File: config.mk
export PLATFORM = sky130hd
export DESIGN_NAME = dc_ramp_ctrl
export DESIGN_NICKNAME = d
export VERILOG_FILES = /design/src/rtl/dc_pkg.sv /design/src/rtl/dc_tick_gen.sv /design/src/rtl/dc_ramp_ctrl.sv
export SDC_FILE = /design/constraint.sdc
export NUM_CORES = 1
export LEC_CHECK = 0
export BUFFER_PORTS_ARGS = -buffer_cell sky130_fd_sc_hd__buf_4
export CAP_MARGIN = 25
export CORE_ASPECT_RATIO = 0.6
export CORE_MARGIN = 8
export CORE_UTILIZATION = 55
export DETAILED_ROUTE_END_ITERATION = 7
export HOLD_SLACK_MARGIN = 0.03
export PLACE_DENSITY = 0.7
export SKIP_CTS_REPAIR_TIMING = 1
export SLEW_MARGIN = 20
export SYNTH_ARGS = -nofsm -noshare
export SYNTH_HDL_FRONTEND = slang
export SYNTH_HIERARCHICAL = 1
export SYNTH_SLANG_ARGS = --single-unit
File: constraint.sdc
create_clock -name clk -period 6.07 [get_ports clk]
set_input_delay 1.214 -clock clk [delete_from_list [all_inputs] [get_ports clk]]
set_output_delay 1.214 -clock clk [all_outputs]
set_load 0.02 [all_outputs]
File: src/rtl/dc_pkg.sv
// Shared types and helpers for the DC-motor soft-start / direction sequencer.
`timescale 1ns/1ps
package dc_pkg;

  localparam int DUTY_W = 8;

  typedef enum logic [2:0] {IDLE, RAMP, BRAKE, DEAD, ESTOP} dc_state_t;

  // Clock cycles between two ramp steps.
  function automatic int tick_cycles(input int clk_fre, input int step_ms);
    return step_ms * 1000 * clk_fre;
  endfunction

  // Move cur toward goal by at most step; compare first so the result never wraps.
  function automatic logic [DUTY_W-1:0] step_toward(input logic [DUTY_W-1:0] cur,
                                                    input logic [DUTY_W-1:0] goal,
                                                    input logic [DUTY_W-1:0] step);
    if (cur < goal) return ((goal - cur) > step) ? cur + step : goal;
    else            return ((cur - goal) > step) ? cur - step : goal;
  endfunction

endpackage

File: src/rtl/dc_tick_gen.sv
// Free-running step-tick generator: one-cycle pulse every CLK_FRE*STEP_MS*1000 cycles.
`timescale 1ns/1ps
module dc_tick_gen import dc_pkg::*; #(
  parameter int CLK_FRE = 50,
  parameter int STEP_MS = 20
) (
  input  logic clk,
  input  logic rst_n,
  output logic tick
);

  localparam int N  = tick_cycles(CLK_FRE, STEP_MS);
  localparam int CW = (N > 1) ? $clog2(N) : 1;

  logic [CW-1:0] cnt_q, cnt_d;
  logic          wrap;

  assign wrap = (cnt_q == CW'(N - 1));
  assign tick = wrap;

  always_comb begin
    cnt_d = wrap ? '0 : cnt_q + CW'(1);
  end

  // NOTE: sequential state uses non-blocking assignments so every flop samples pre-edge values.
  always_ff @(posedge clk or negedge rst_n) begin
    if (!rst_n) cnt_q <= '0;
    else        cnt_q <= cnt_d;
  end

endmodule

File: src/rtl/dc_ramp_ctrl.sv
// Soft-start controller: slews PWM duty toward the commanded target and sequences
// direction reversals through ramp-down, dead time and flip.
`timescale 1ns/1ps
module dc_ramp_ctrl import dc_pkg::*; #(
  parameter int CLK_FRE    = 50,
  parameter int STEP_MS    = 20,
  parameter int DUTY_STEP  = 1,
  parameter int DEAD_TICKS = 5,
  parameter int DUTY_MAX   = 100
) (
  input  logic              clk,
  input  logic              rst_n,
  input  logic              cmd_valid,
  output logic              cmd_ready,
  input  logic              cmd_dir,
  input  logic [DUTY_W-1:0] cmd_duty,
  input  logic              estop,
  output logic              dc_dir,
  output logic [DUTY_W-1:0] dc_duty,
  output logic              busy,
  output logic              at_target
);

  localparam logic [DUTY_W-1:0] STEP_L   = DUTY_W'(DUTY_STEP);
  localparam logic [DUTY_W-1:0] MAX_L    = DUTY_W'(DUTY_MAX);
  localparam int                DEAD_W   = (DEAD_TICKS > 1) ? $clog2(DEAD_TICKS) : 1;
  localparam logic [DEAD_W-1:0] DEAD_END = DEAD_W'(DEAD_TICKS - 1);

  dc_state_t         state_q, state_d;
  logic              dir_q, dir_d, tgt_dir_q, tgt_dir_d;
  logic [DUTY_W-1:0] duty_q, duty_d, tgt_duty_q, tgt_duty_d;
  logic [DEAD_W-1:0] dead_q, dead_d;
  logic              tick, accept, eff_dir;
  logic [DUTY_W-1:0] eff_duty, goal, new_duty;

  dc_tick_gen #(.CLK_FRE(CLK_FRE), .STEP_MS(STEP_MS)) u_tick (
    .clk  (clk),
    .rst_n(rst_n),
    .tick (tick)
  );

  assign cmd_ready = (state_q == IDLE) || (state_q == RAMP) || (state_q == BRAKE);
  assign accept    = cmd_valid && cmd_ready;

  // NOTE: every always_comb output gets a default first, so no path can infer a latch.
  always_comb begin
    state_d    = state_q;
    dir_d      = dir_q;
    duty_d     = duty_q;
    tgt_dir_d  = tgt_dir_q;
    tgt_duty_d = tgt_duty_q;
    dead_d     = dead_q;
    // A command accepted on a tick edge already steers that tick's step.
    eff_dir    = accept ? cmd_dir : tgt_dir_q;
    eff_duty   = accept ? ((cmd_duty > MAX_L) ? MAX_L : cmd_duty) : tgt_duty_q;
    goal       = (eff_dir == dir_q) ? eff_duty : '0;
    new_duty   = (tick && state_q != IDLE) ? step_toward(duty_q, goal, STEP_L) : duty_q;

    if (estop) begin
      state_d    = ESTOP;
      duty_d     = '0;
      tgt_duty_d = '0;
      tgt_dir_d  = dir_q;
      dead_d     = '0;
    end else begin
      case (state_q)
        IDLE, RAMP, BRAKE: begin
          tgt_dir_d  = eff_dir;
          tgt_duty_d = eff_duty;
          duty_d     = new_duty;
          // RAMP and BRAKE differ only in their goal: the target, or zero before a reversal.
          if (eff_dir != dir_q) begin
            if (new_duty == '0) begin
              state_d = DEAD;
              dead_d  = '0;
            end else begin
              state_d = BRAKE;
            end
          end else if (new_duty == eff_duty) begin
            state_d = IDLE;
          end else begin
            state_d = RAMP;
          end
        end
        DEAD: begin
          if (tick) begin
            if (dead_q == DEAD_END) begin
              dir_d   = tgt_dir_q;
              dead_d  = '0;
              state_d = (tgt_duty_q != '0) ? RAMP : IDLE;
            end else begin
              dead_d = dead_q + DEAD_W'(1);
            end
          end
        end
        ESTOP:   state_d = IDLE;
        default: state_d = IDLE;
      endcase
    end
  end

  always_ff @(posedge clk or negedge rst_n) begin
    if (!rst_n) begin
      state_q    <= IDLE;
      dir_q      <= 1'b0;
      duty_q     <= '0;
      tgt_dir_q  <= 1'b0;
      tgt_duty_q <= '0;
      dead_q     <= '0;
    end else begin
      state_q    <= state_d;
      dir_q      <= dir_d;
      duty_q     <= duty_d;
      tgt_dir_q  <= tgt_dir_d;
      tgt_duty_q <= tgt_duty_d;
      dead_q     <= dead_d;
    end
  end

  assign dc_dir    = dir_q;
  assign dc_duty   = duty_q;
  assign busy      = (state_q != IDLE);
  assign at_target = (state_q == IDLE) && (dir_q == tgt_dir_q) && (duty_q == tgt_duty_q);

endmodule
==> impl_metrics.xml, run 1 <==
<?xml version="1.0" encoding="UTF-8"?>
<metrics>
  <group name="yosys">
    <metric name="commonest_register_cell_after_synthesis" unit="">dfrtp_1</metric>
    <metric name="synth_area_per_cell" unit="um2">7.92</metric>
    <metric name="yosysSeqAreaShare" unit="%">25.1</metric>
    <metric name="netlist_area" unit="mm2">0.00438</metric>
    <metric name="async_set_reset_flop_share_out_of_synthesis" unit="%">100</metric>
    <metric name="synth_seq_cells" unit="">44</metric>
    <metric name="synthesis.instances" unit="">553</metric>
    <metric name="yosysUniqueCellTypes" unit="">81</metric>
    <metric name="yosysWarnings" unit="">6</metric>
    <metric name="synth-edff-count" unit="">0</metric>
    <metric name="syn-num-nets" unit="">584</metric>
  </group>
  <group name="status">
    <metric name="outcome" unit="">finished, final reports clean</metric>
  </group>
  <group name="critical_path">
    <metric name="max_stage_delay" unit="ns">0.36</metric>
    <metric name="timing.setup.critical_path_class" unit="">in2reg</metric>
    <metric name="crit_required" unit="ns">6.24</metric>
    <metric name="crit_path_frequent_cell" unit="">buf_4</metric>
    <metric name="cp.arrival" unit="ns">5.90</metric>
    <metric name="crit_path_start_kind" unit="">primary input</metric>
    <metric name="crit_path_capture_type" unit="">flop</metric>
    <metric name="critical_path.max_fanout" unit="">12</metric>
    <metric name="timing.critical_path.slowest_stage_cell" unit="">ha_1</metric>
    <metric name="path_cells" unit="">buf_4 &gt; nor2b_1 &gt; o211a_1 &gt; or2_2 &gt; nor2_2 &gt; inv_1 &gt; ha_1 &gt; and2_1 &gt; a221o_1 &gt; or3_1 &gt; a211oi_1 &gt; o211ai_1 &gt; or2_1 &gt; buf_4 &gt; a31oi_1 &gt; o22ai_1 &gt; nor3_2 &gt; xnor2_1 &gt; nand4_1 &gt; nor4_1 &gt; o21ai_1</metric>
  </group>
  <group name="detailed_routing">
    <metric name="route.final.wire_length" unit="um">13900</metric>
    <metric name="ant_nets_after_route" unit="">0</metric>
    <metric name="via_per_inst" unit="">6.61</metric>
    <metric name="dr.first_iter.drc_count" unit="">476</metric>
    <metric name="via_count" unit="">4486</metric>
    <metric name="firstDrtPassIters" unit="">5</metric>
    <metric name="avgRoutedWirePerCell" unit="um">20.5</metric>
    <metric name="detail_route.drc_violations" unit="">0</metric>
  </group>
  <group name="timing">
    <metric name="worst-slew-pin-transition" unit="ns">0.848</metric>
    <metric name="maxClockFrequency" unit="MHz">174</metric>
    <metric name="max-slew-margin-rel" unit="%">43.5</metric>
    <metric name="fin_crit" unit="ns">5.73</metric>
    <metric name="final.period_utilization" unit="%">94.5</metric>
    <metric name="number_of_pins_exceeding_their_max_slew_limit_in_the_final_report" unit="">0</metric>
    <metric name="hold-worst-slack" unit="ns">0.514</metric>
    <metric name="finalHoldViolCount" unit="">0</metric>
    <metric name="finalSetupViolations" unit="">0</metric>
    <metric name="setup_tns" unit="ns">0</metric>
    <metric name="fin_skew" unit="ns">0.00508</metric>
    <metric name="rsz0062_at_grt" unit="">no</metric>
  </group>
  <group name="floorplanning">
    <metric name="placeableCoreArea" unit="mm2">0.00779</metric>
    <metric name="dieArea" unit="mm2">0.0112</metric>
    <metric name="io_pins" unit="">25</metric>
    <metric name="num_rows" unit="">25</metric>
    <metric name="die_width" unit="um">131</metric>
    <metric name="floorplan.die.height" unit="um">85.1</metric>
    <metric name="initial_core_util" unit="%">56.3</metric>
  </group>
  <group name="global_routing">
    <metric name="grt_pass1_vias" unit="">4091</metric>
    <metric name="antenna_found_initial" unit="">0</metric>
    <metric name="grt_util_met2" unit="%">32.6</metric>
    <metric name="grt.busiest_layer" unit="">met1</metric>
    <metric name="routing_usage_on_met1" unit="%">38.1</metric>
    <metric name="grt_pass1_wl" unit="um">22500</metric>
    <metric name="gr-usage-met3" unit="%">7.25</metric>
    <metric name="groute.usage.overall" unit="%">24.8</metric>
    <metric name="grt_max_degree" unit="">45</metric>
    <metric name="grt_overflow" unit="">0</metric>
  </group>
  <group name="layout">
    <metric name="post-route-util" unit="%">62.6</metric>
    <metric name="layoutNonFillerInstCount" unit="">679</metric>
    <metric name="num-fill-cells" unit="">693</metric>
    <metric name="antennaDiodeCount" unit="">0</metric>
    <metric name="drive_gt1_share" unit="%">13.8</metric>
    <metric name="syn2layout_area_growth" unit="%">11.3</metric>
    <metric name="layout.nets" unit="">601</metric>
  </group>
  <group name="worst_hold_path">
    <metric name="hp-class" unit="">reg2reg</metric>
  </group>
  <group name="clock_network">
    <metric name="cts_max_level" unit="">2</metric>
    <metric name="cts_sinks" unit="">44</metric>
    <metric name="cts.root.buffer_cell" unit="">clkbuf_16</metric>
    <metric name="max-clock-path-buffers" unit="">2</metric>
    <metric name="cts_buffers" unit="">5</metric>
    <metric name="clk-insertion-delay-late" unit="ns">0.29</metric>
    <metric name="clk_pin_slew_worst_paths" unit="ns">0.06</metric>
    <metric name="cts_tree" unit="">built</metric>
  </group>
  <group name="power">
    <metric name="power_total" unit="uW">890</metric>
    <metric name="vdd_drop_max" unit="mV">0.130</metric>
    <metric name="leakagePower" unit="nW">2.07</metric>
    <metric name="power.density_cell_area" unit="mW/mm2">182</metric>
  </group>
  <group name="place">
    <metric name="numPlacedInstances" unit="">671</metric>
    <metric name="gp_routability_congestion" unit="">0.976</metric>
    <metric name="io_buffers" unit="">24</metric>
    <metric name="dp_hpwl" unit="um">10500</metric>
  </group>
  <group name="run">
    <metric name="maxCapViolCount" unit="">0</metric>
  </group>
</metrics>
[critical path, delay by kind of cell]
family | cells | cell delay, ns
adders and majority gates | 1 | 0.36
AOI/OAI and AO/OA | 7 | 1.49
and+or+nand+nor | 9 | 2.23
xor gates and xnor gates | 1 | 0.16
buffers and inverters | 3 | 0.43
[per-stage QoR]
step / setup WS (ns) / instance area, um2
after floorplan: 0.458 / 4380
after global placement: 0.0552 / 4710
after detailed placement: -0.0132 / 4710
after CTS: 0.296 / 4880
after global routing: 0.0561 / 4880
final: 0.335 / 4880
[synthesized netlist by cell type, drive strengths merged, types with 9 or more instances]
| cell | count | area (um2) |
|---|---|---|
| and3 | 15 | 95.1 |
| a211oi | 9 | 67.6 |
| inv | 25 | 93.8 |
| nor4 | 19 | 153 |
| dfrtp | 44 | 1100 |
| nand2 | 40 | 150 |
| clkbuf | 18 | 67.6 |
| nor2 | 64 | 245 |
| xnor2 | 21 | 184 |
| xor2 | 16 | 148 |
| ha | 17 | 213 |
| nor3 | 21 | 115 |
| a21oi | 34 | 178 |
| nand4 | 16 | 130 |
| mux2i | 12 | 120 |
| o21ai | 28 | 151 |
| buf | 14 | 77.6 |
| nand3 | 24 | 120 |
[per-layer routing]
metal | vias to the layer above | wire [um]
li1 | 2068 | -
met1 | 2115 | 6750
met2 | 288 | 5420
met3 | 15 | 1640
met4 | 0 | 99
met5 | - | 0
[cell families (layout without fill, tap and decap cells)]
| group | after synthesis | after routing | synth area share [%] |
|---|---|---|---|
| flip-flops | 44 | 44 | 25.1 |
| adder cells (fa/ha/maj) | 18 | 18 | 5.31 |
| AO/OA/AOI/OAI | 133 | 133 | 22.1 |
| XOR/XNOR | 37 | 37 | 7.57 |
| buffers and inverters | 58 | 76 | 5.57 |
| multiplexers | 15 | 15 | 3.51 |
| AND/OR/NAND/NOR | 248 | 248 | 30.8 |
[power breakdown]
part | switching (mW) | internal, mW
sequential | 0.0106 | 0.299
combinational | 0.168 | 0.107
clock | 0.112 | 0.194
[placed cells by master, fill, tap and decap left out, types with 7 or more instances in the layout]
| cell | instances |
|---|---|
| inv_1 | 25 |
| nand2_1 | 40 |
| nor2_1 | 61 |
| a21oi_1 | 32 |
| o21ai_0 | 23 |
| nor2b_1 | 8 |
| xnor2_1 | 21 |
| nor3_1 | 19 |
| mux2i_1 | 12 |
| and3_1 | 14 |
| xor2_1 | 15 |
| dfrtp_1 | 44 |
| nand3_1 | 24 |
| nor4_1 | 15 |
| nand4_1 | 14 |
| nand2b_1 | 7 |
| ha_1 | 17 |
| a211oi_1 | 9 |
| buf_4 | 40 |
| or3_1 | 8 |
[worst paths after layout]
kind	start	end	slack [ns]	depth (start not counted)
hold / removal	dead_q[0]$_DFFE_PN0P_	dead_q[0]$_DFFE_PN0P_	0.51	1
hold reg to reg	dead_q[0]$_DFFE_PN0P_	dead_q[0]$_DFFE_PN0P_	0.51	1
max in group asynchronous	rst_n	u_tick/cnt_q[19]$_DFF_PN0_	4.76	1
min in group asynchronous	rst_n	u_tick/cnt_q[3]$_DFF_PN0_	0.91	1
setup reg to reg	state_q[2]$_DFFE_PN0P_	state_q[0]$_DFFE_PN0P_	0.53	21
setup / recovery	cmd_dir	state_q[0]$_DFFE_PN0P_	0.34	21
[layout make-up]
type / count / area (um2) / area share (%)
multi-input cells: 451 / 3040 / 62.3
well taps: 108 / 135 / 2.77
flip-flops and latches: 44 / 1100 / 22.6
clock inverters: 2 / 35.0 / 0.718
inverters: 26 / 98.8 / 2.03
repair buffers: 42 / 340 / 6.98
clock buffers: 6 / 129 / 2.64
[flip-flops by register name (all words and copies together), names as in the netlist]
signal        count
tgt_dir_q         1
dc_dir            1
dc_duty           8
u_tick/cnt_q     20
tgt_duty_q        8
dead_q            3
state_q           3
Power figures use the tool's default switching activity.
==> run 2: changes to the inputs <==
CELL_PAD_IN_SITES_DETAIL_PLACEMENT = 1   (was default)
CELL_PAD_IN_SITES_GLOBAL_PLACEMENT = 1   (was default)
CORE_UTILIZATION = 51   (was 55)
PLACE_DENSITY = 0.84   (was 0.7)
clock period = 7.3 ns   (was 6.07 ns; I/O delays follow)
==> impl_metrics.xml, run 2 (synthesized netlist as in run 1, its figures left out) <==
<?xml version="1.0" encoding="UTF-8"?>
<metrics>
  <group name="timing">
    <metric name="finalSetupViolations" unit="">0</metric>
    <metric name="fin_crit" unit="ns">6.86</metric>
    <metric name="worst-slew-pin-transition" unit="ns">0.878</metric>
    <metric name="maxClockFrequency" unit="MHz">146</metric>
    <metric name="fin_skew" unit="ns">0.00571</metric>
    <metric name="final.period_utilization" unit="%">93.9</metric>
    <metric name="max-slew-margin-rel" unit="%">41.1</metric>
    <metric name="setup_tns" unit="ns">0</metric>
    <metric name="rsz0062_at_grt" unit="">no</metric>
    <metric name="finalHoldViolCount" unit="">0</metric>
    <metric name="fin_ws" unit="ns">0.443</metric>
    <metric name="number_of_pins_exceeding_their_max_slew_limit_in_the_final_report" unit="">0</metric>
  </group>
  <group name="clock_network">
    <metric name="max-clock-path-buffers" unit="">2</metric>
    <metric name="cts_max_level" unit="">2</metric>
    <metric name="clk_pin_slew_worst_paths" unit="ns">0.06</metric>
    <metric name="cts_tree" unit="">built</metric>
    <metric name="cts_sinks" unit="">44</metric>
    <metric name="cts_buffers" unit="">5</metric>
    <metric name="cts.root.buffer_cell" unit="">clkbuf_16</metric>
    <metric name="clk-insertion-delay-late" unit="ns">0.29</metric>
  </group>
  <group name="layout">
    <metric name="syn2layout_area_growth" unit="%">8.62</metric>
    <metric name="regMostFlops" unit="">u_tick/cnt_q</metric>
    <metric name="drive_gt1_share" unit="%">12.0</metric>
    <metric name="mostFrequentLayoutCells" unit="">nor2_1, dfrtp_1, nand2_1</metric>
    <metric name="layout.nets" unit="">590</metric>
    <metric name="antennaDiodeCount" unit="">0</metric>
    <metric name="number_of_flip_flops_under_the_largest_register_name" unit="">20</metric>
    <metric name="commonest_non_fill_non_tap_cell_in_the_layout" unit="">nor2_1</metric>
  </group>
  <group name="detailed_routing">
    <metric name="ant_nets_after_route" unit="">0</metric>
    <metric name="via_per_inst" unit="">6.97</metric>
    <metric name="detail_route.drc_violations" unit="">0</metric>
    <metric name="via_count" unit="">4683</metric>
    <metric name="dr.first_iter.drc_count" unit="">442</metric>
    <metric name="avgRoutedWirePerCell" unit="um">24.5</metric>
    <metric name="route.final.wire_length" unit="um">16400</metric>
    <metric name="firstDrtPassIters" unit="">5</metric>
  </group>
  <group name="critical_path">
    <metric name="worst-r2r-cell-count" unit="">20</metric>
    <metric name="timing.setup.critical_path_class" unit="">in2reg</metric>
    <metric name="crit_path_start_kind" unit="">primary input</metric>
    <metric name="critical_path.max_fanout" unit="">17</metric>
    <metric name="crit_required" unit="ns">7.48</metric>
    <metric name="crit_path_capture_type" unit="">flop</metric>
    <metric name="cp.arrival" unit="ns">7.03</metric>
  </group>
  <group name="place">
    <metric name="placement.setup.worst_slack" unit="ns">0.343</metric>
    <metric name="dp_hpwl" unit="um">12200</metric>
    <metric name="io_buffers" unit="">24</metric>
    <metric name="gp_routability_congestion" unit="">0.961</metric>
  </group>
  <group name="floorplanning">
    <metric name="die_width" unit="um">136</metric>
    <metric name="dieArea" unit="mm2">0.0119</metric>
    <metric name="num_rows" unit="">26</metric>
    <metric name="io_pins" unit="">25</metric>
    <metric name="initial_core_util" unit="%">52.0</metric>
    <metric name="placeableCoreArea" unit="mm2">0.00843</metric>
    <metric name="floorplan.die.height" unit="um">87.8</metric>
  </group>
  <group name="global_routing">
    <metric name="grt_pass1_wl" unit="um">25600</metric>
    <metric name="groute.usage.overall" unit="%">27.5</metric>
    <metric name="antenna_found_initial" unit="">0</metric>
    <metric name="grt_overflow" unit="">0</metric>
    <metric name="grt_max_degree" unit="">45</metric>
    <metric name="grt_pass1_vias" unit="">4555</metric>
  </group>
  <group name="worst_hold_path">
    <metric name="hp-class" unit="">reg2reg</metric>
    <metric name="min_delay_path_depth" unit="">1</metric>
  </group>
  <group name="status">
    <metric name="outcome" unit="">finished, final reports clean</metric>
  </group>
  <group name="run">
    <metric name="maxCapViolCount" unit="">0</metric>
  </group>
  <group name="power">
    <metric name="power.density_cell_area" unit="mW/mm2">150</metric>
    <metric name="vdd_drop_max" unit="mV">0.0988</metric>
    <metric name="leakagePower" unit="nW">1.99</metric>
  </group>
</metrics>
## run 2: power breakdown
part	leakage (nW)	internal (mW)	switching, mW
clock	0.0701	0.136	0.0964
sequential	0.582	0.249	0.00913
combinational	1.34	0.0786	0.146
## run 2: layout make-up
cell class              instances  area [um2]
clock inverters                 1        7.51
flip-flops and latches         44        1100
repair buffers                 31         233
clock buffers                   7         143
multi-input cells             451        3040
inverters                      26        98.8
well taps                     112         140
fillers                      1047        3670
## run 2: path summary, 6_finish.rpt
kind                                         from                        end  slack [ns]
max in group asynchronous                   rst_n  tgt_duty_q[2]$_DFFE_PN0P_        5.73
min                         dead_q[0]$_DFFE_PN0P_      dead_q[0]$_DFFE_PN0P_        0.51
min reg2reg                 dead_q[0]$_DFFE_PN0P_      dead_q[0]$_DFFE_PN0P_        0.51
max                                   cmd_duty[4]      dead_q[0]$_DFFE_PN0P_        0.44
min in group asynchronous                   rst_n  u_tick/cnt_q[3]$_DFF_PN0_        1.16
max reg2reg                state_q[2]$_DFFE_PN0P_      dead_q[0]$_DFFE_PN0P_        1.03
## run 2: metal layers
metal	global-route usage (%)	up-vias	share of wire, %
met5	0	-	0
met2	41.4	240	42
met3	7.79	31	10
met1	38.2	2361	46
li1	-	2051	-
met4	5.71	0	1.3
## run 2: critical path, cell delays in order
cell and delay [ns]:
buf_4 0.12, o311a_1 0.38, nor4_2 0.45, a221oi_1 0.20
or2_2 0.38, ha_1 0.32, nor2b_1 0.16, o21ai_0 0.36
mux2_2 0.40, a32o_1 0.21, o211ai_1 0.33, or2_1 0.61
a21oi_1 0.22, a2111oi_2 0.44, o31ai_1 0.19, nor4_1 0.35
a41oi_2 0.19, a21oi_2 0.18, a21oi_1 0.08
## run 2: through the flow
step	util (%)	std cells	hold slack [ns]	power [mW]	area (um2)
global route	56.5	672	0.550	0.739	4760
detailed placement	54.7	664	0.500	0.477	4610
global placement	54.7	664	0.484	0.467	4610
floorplan	-	553	0.467	0.411	4380
finish	56.5	672	0.505	0.716	4760
CTS	56.5	672	0.508	0.709	4760
